--- src/rtl/alu_regfile.sv ---
// Operand-supply and write-back stage around an external combinational ALU:
// register file, Z/N/C flags, one-instruction-per-cycle EX/WB pipeline with bypass.
`ifndef B_WIDTH_DEF
`define B_WIDTH_DEF 16
`endif

module alu_regfile #(
    parameter int B_WIDTH = `B_WIDTH_DEF,
    parameter int NREGS   = 8
) (
    input  logic               clk,
    input  logic               rst,
    input  logic               in_valid,
    output logic               in_ready,
    input  logic [3:0]         in_op,
    input  logic [2:0]         in_rd,
    input  logic [2:0]         in_rs,
    input  logic               ld_valid,
    input  logic [2:0]         ld_addr,
    input  logic [B_WIDTH-1:0] ld_data,
    input  logic [2:0]         rd_addr,
    output logic [B_WIDTH-1:0] rd_data,
    output logic [3:0]         alu_op,
    output logic [B_WIDTH-1:0] alu_la,
    output logic [B_WIDTH-1:0] alu_ha,
    output logic [B_WIDTH-1:0] alu_lb,
    output logic [B_WIDTH-1:0] alu_hb,
    input  logic [B_WIDTH-1:0] alu_lc,
    input  logic [B_WIDTH-1:0] alu_hc,
    input  logic               alu_zr,
    input  logic               alu_ng,
    input  logic               alu_carry,
    output logic               wb_valid,
    output logic [2:0]         flags
);

    localparam int AW = (NREGS > 1) ? $clog2(NREGS) : 1;
    typedef logic [AW-1:0] idx_t;

    // Handshake: an instruction is taken on a rising edge when in_valid && in_ready.
    // in_ready drops whenever the host load port is busy; nothing else stalls.

    function automatic idx_t to_idx(input logic [2:0] r);
        return idx_t'({29'd0, r} & 32'(NREGS - 1));
    endfunction

    logic [B_WIDTH-1:0] rf_q   [NREGS];
    logic [B_WIDTH-1:0] rf_d   [NREGS];
    logic [B_WIDTH-1:0] rf_byp [NREGS];
    logic [NREGS-1:0]   wb_hit;

    logic               ex_valid_q;
    logic               ex_dbl_q;
    idx_t               ex_lo_q;
    idx_t               ex_hi_q;
    logic [3:0]         alu_op_q;
    logic [B_WIDTH-1:0] alu_la_q;
    logic [B_WIDTH-1:0] alu_ha_q;
    logic [B_WIDTH-1:0] alu_lb_q;
    logic [B_WIDTH-1:0] alu_hb_q;
    logic               wb_valid_q;
    logic [2:0]         flags_q;

    logic               accept;
    logic               in_dbl;
    idx_t               rd_idx;
    idx_t               rs_idx;
    idx_t               a_lo;
    idx_t               a_hi;
    idx_t               b_lo;
    idx_t               b_hi;
    idx_t               ld_idx;

    assign in_ready = !ld_valid;
    assign accept   = in_valid && in_ready;
    assign in_dbl   = in_op[3];
    assign rd_idx   = to_idx(in_rd);
    assign rs_idx   = to_idx(in_rs);
    assign ld_idx   = to_idx(ld_addr);
    assign a_lo     = in_dbl ? (rd_idx & ~idx_t'(1)) : rd_idx;
    assign a_hi     = rd_idx | idx_t'(1);
    assign b_lo     = in_dbl ? (rs_idx & ~idx_t'(1)) : rs_idx;
    assign b_hi     = rs_idx | idx_t'(1);

    // rf_byp is the register file as it will look after this edge's write-back;
    // operand capture reads it so dependent instructions never stall.
    always_comb begin
        wb_hit = '0;
        for (int i = 0; i < NREGS; i++) begin
            rf_byp[i] = rf_q[i];
            if (ex_valid_q && idx_t'(i) == ex_lo_q) begin
                rf_byp[i] = alu_lc;
                wb_hit[i] = 1'b1;
            end
            if (ex_valid_q && ex_dbl_q && idx_t'(i) == ex_hi_q) begin
                rf_byp[i] = alu_hc;
                wb_hit[i] = 1'b1;
            end
            rf_d[i] = rf_byp[i];
            if (ld_valid && idx_t'(i) == ld_idx && !wb_hit[i]) begin
                rf_d[i] = ld_data;
            end
        end
    end

    always_ff @(posedge clk or posedge rst) begin
        if (rst) begin
            for (int i = 0; i < NREGS; i++) begin
                rf_q[i] <= '0;
            end
            ex_valid_q <= 1'b0;
            ex_dbl_q   <= 1'b0;
            ex_lo_q    <= '0;
            ex_hi_q    <= '0;
            alu_op_q   <= '0;
            alu_la_q   <= '0;
            alu_ha_q   <= '0;
            alu_lb_q   <= '0;
            alu_hb_q   <= '0;
            wb_valid_q <= 1'b0;
            flags_q    <= '0;
        end else begin
            for (int i = 0; i < NREGS; i++) begin
                rf_q[i] <= rf_d[i];
            end
            wb_valid_q <= ex_valid_q;
            if (ex_valid_q) begin
                flags_q <= {alu_carry, alu_ng, alu_zr};
            end
            ex_valid_q <= accept;
            // Operands hold their last values while EX is idle.
            if (accept) begin
                ex_dbl_q <= in_dbl;
                ex_lo_q  <= a_lo;
                ex_hi_q  <= a_hi;
                alu_op_q <= in_op;
                alu_la_q <= rf_byp[a_lo];
                alu_ha_q <= in_dbl ? rf_byp[a_hi] : '0;
                alu_lb_q <= rf_byp[b_lo];
                alu_hb_q <= in_dbl ? rf_byp[b_hi] : '0;
            end
        end
    end

    assign rd_data  = rf_q[to_idx(rd_addr)];
    assign alu_op   = alu_op_q;
    assign alu_la   = alu_la_q;
    assign alu_ha   = alu_ha_q;
    assign alu_lb   = alu_lb_q;
    assign alu_hb   = alu_hb_q;
    assign wb_valid = wb_valid_q;
    assign flags    = flags_q;

endmodule
--- config.mk ---
export PLATFORM = sky130hd
export DESIGN_NAME = alu_regfile
export DESIGN_NICKNAME = d
export VERILOG_FILES = /design/src/rtl/alu_regfile.sv
export SDC_FILE = /design/constraint.sdc
export NUM_CORES = 1
export LEC_CHECK = 0
export ABC_AREA = 1
export BUFFER_PORTS_ARGS = -buffer_cell sky130_fd_sc_hd__buf_4
export CAP_MARGIN = 20
export CELL_PAD_IN_SITES_DETAIL_PLACEMENT = 1
export CELL_PAD_IN_SITES_GLOBAL_PLACEMENT = 1
export CORE_ASPECT_RATIO = 0.75
export CORE_MARGIN = 3
export CORE_UTILIZATION = 43
export DETAILED_ROUTE_END_ITERATION = 8
export PLACE_DENSITY_LB_ADDON = 0.08
export SKIP_CTS_REPAIR_TIMING = 1
export SYNTH_ARGS = -nofsm -noshare
export SYNTH_HDL_FRONTEND = slang
export SYNTH_SLANG_ARGS = --single-unit
--- constraint.sdc ---
create_clock -name clk -period 14.2 [get_ports clk]
set_input_delay 0 -clock clk [delete_from_list [all_inputs] [get_ports clk]]
set_output_delay 0 -clock clk [all_outputs]
set_load 0.01 [all_outputs]
==> flow_summary.toml <==
[status]
outcome = "finished with violations"
violations = "negative hold slack"

[grt]
grt_max_degree = 82
antenna_found_initial = 2
grt_pass1_vias = 20700
grt_pass1_wl_um = 129000
grt_usage = 0.457
gr-total-overflow = 0

[critical_path]
cp.required_ps = 14710
path_max_fanout = 41
max_stage_delay_ps = 800
r2r-start = "ex_valid_q$_DFF_PP0_"
r2r-end = "rf_q[122]$_DFF_PP0_"
worst_setup_path_end_kind = "flop"
crit_type = "reg2reg"
slowest_stage = "nand3_2"
r2r_slack_ps = 10100
cp-startpoint = "ex_valid_q$_DFF_PP0_"
ff2ff_path_depth = 9
worst_setup_path_start_kind = "flop"
arrival_ps = 4610
cp_cell_sequence = "inv_2 -> nor2_8 -> nand3_2 -> inv_2 -> nand2_1 -> nand2_1 -> nor2_1 -> a21oi_1 -> dlygate4sd3_1"

[cells_and_area]
utilization = 0.513
fin_nets = 2627
seq_area_mm2 = 0.00513
fillers = 4781
design_area_mm2 = 0.0179
multiInputGateArea_mm2 = 0.00867
areaGrowthSynthToFinish_pct = 17.1
stdcell_count = 3034
drive_gt1_frac = 0.111

[yosys]
yosys-top-cells-count = "783 x nand2_1, 660 x nand3_1, 205 x dfrtp_1"
synth_compound_area_frac = 0.102
yosys.area.top_type = "dfrtp_1"
syn_area_mm2 = 0.0153
synth_top_family_by_area = "simple AND/OR/NAND/NOR gates"
synth-edff-count = 0
async_flop_share = 1.00
synth_simple_gate_area_frac = 0.461
ys.flop_type = "dfrtp_1"
ys_types = 30
synthXorXnorAreaFrac = 0
synth_fa_ha_area_frac = 0
synth_nets = 2547
yosysTopAreaCellShare = 0.336
syn_inst = 2476
synth_seq_cells = 205
synthTopCellsByArea = "dfrtp_1 34%, nand3_1 22%, nand2_1 19%, a21oi_1 6.4%, inv_1 4.5%"
synthMuxAreaShare = 0
syn_avg_cell_area_um2 = 6.17
ys_seq_area_frac = 0.336
yosysWarnings = 0
yosysMostFrequentCell = "nand2_1"

[hold_path]
min_path_type = "in2reg"
hold_depth = 5
hold_start = "alu_hc[10]"
hold_end = "rf_q[58]$_DFF_PP0_"

[die]
dieHeight_um = 169
core_area_mm2 = 0.0348
dieWidth_um = 224
start_util = 0.438
io_pins = 160
rows = 59
dieArea_mm2 = 0.0378

[detailed_routing]
vias_per_cell = 6.60
drtIter0Drc = 2451
routed-via-count = 20000
wl_met2_um = 38600
top_layer = "met5"
ant_nets = 0
dr.pass1.iters = 5
drc = 0
wl_per_cell_um = 29.2
wl_met1_um = 30900
drt-total-wl_um = 88700
wl_met3_um = 9870

[timing]
maxSlewHeadroom = 0.228
final.setup_skew_ps = 21.7
timing_hold_violations_final = 25
finalMaxSlewViolations = 0
tightest_slew_ps = 1150
fmax_mhz = 244
hold_ws_ps = -66.2
setup-tns-final_ps = 0
rsz0062_at_grt = "no"
fin_crit_sh = 0.289
fin_crit_ps = 4100
worst_slack_ps = 10100
finalSetupViolations = 0

[placed_design]
place.gp.congestion = 1.04
place_inst = 2944
dpl.hpwl_um = 56800
io_buffers = 159
placed_cell_area_mm2 = 0.0166
pre_cts_ws_ps = 10520

[clock_tree]
clkLatencyLatePin_ps = 580
clk_pin_slew_ps = 60
cts_inserted_buffers = 26
cts_tree = "done"
cts_sinks = 205
clockBufferDepth = 3
cts_max_level = 1
cts-root-buf = "clkbuf_16"

[pwr]
peakVddDrop_mv = 0.114
power.density_mw_per_mm2 = 145
leakagePower_nw = 9.14
p_total_mw = 2.59

[flow_run]
drv_cap = 0
==> worst max-delay path: cells and delay by family, from the launching register on <==
kind | cells | cell delay [ps]
buffers and inverters | 3 | 1480
DFF | 1 | 510
AOI/OAI and AO/OA | 1 | 160
and+or+nand+nor | 5 | 1850
==> state kept, by name, summed over array words and instances (netlist names) <==
name,flops
alu_ha,16
alu_hb,16
alu_la,16
alu_lb,16
alu_op,3
ex_dbl_q,1
ex_hi_q,1
ex_lo_q,3
ex_valid_q,1
flags,3
rf_q,128
wb_valid,1
==> kinds of logic (layout without fill, tap and decap cells) <==
logic type	Yosys count	count (layout)
AND/OR/NAND/NOR	1601	1601
buffers and inverters	376	476
AO/OA/AOI/OAI	294	294
flip-flops	205	205
other	0	1
==> routing by layer <==
| layer | GRT usage | vias up |
|---|---|---|
| li1 | - | 8301 |
| met3 | 0.115 | 565 |
| met1 | 0.522 | 9684 |
| met4 | 0.398 | 2 |
| met5 | 0 | - |
| met2 | 0.719 | 1486 |
==> final cells by class <==
class,instances,area share
multi-input combinational,1895,0.485
inverter,197,0.0419
clock buffer,40,0.0444
tap,457,0.0320
sequential,205,0.287
timing repair buffer,231,0.105
antenna,1,0.000140
clock inverter,8,0.00448
==> report_power, final <==
part / total (mW) / switching [mW] / internal (mW)
combinational: 1.05 / 0.704 / 0.346
sequential: 0.837 / 0.101 / 0.736
clock: 0.707 / 0.305 / 0.402
==> worst max path at each step <==
stage / cells after the start / to / slack, ps
6_report: 9 / rf_q[122]$_DFF_PP0_ / 10100
5_1_grt: 9 / rf_q[122]$_DFF_PP0_ / 10170
4_1_cts: 10 / alu_la[2]$_DFFE_PP0P_ / 10500
3_5_place_dp: 10 / alu_la[2]$_DFFE_PP0P_ / 10520
3_3_place_gp: 10 / alu_la[2]$_DFFE_PP0P_ / 10660
2_1_floorplan: 1 / alu_ha[0]$_DFFE_PP0P_ / 8600
==> cell usage in the layout, fill, tap and decap left out, drive strengths merged <==
cell type,count
clkbuf,40
diode,1
dlygate4sd3,39
dfrtp,205
nor2,127
bufinv,1
nand2,795
nor4,6
buf,192
or2,1
o21ai,65
o21bai,2
nand3,664
a21oi,195
a221oi,16
inv,193
and2,6
clkinv,11
a31oi,16
nor3,2
No activity file was read; power rests on OpenSTA's default activity.
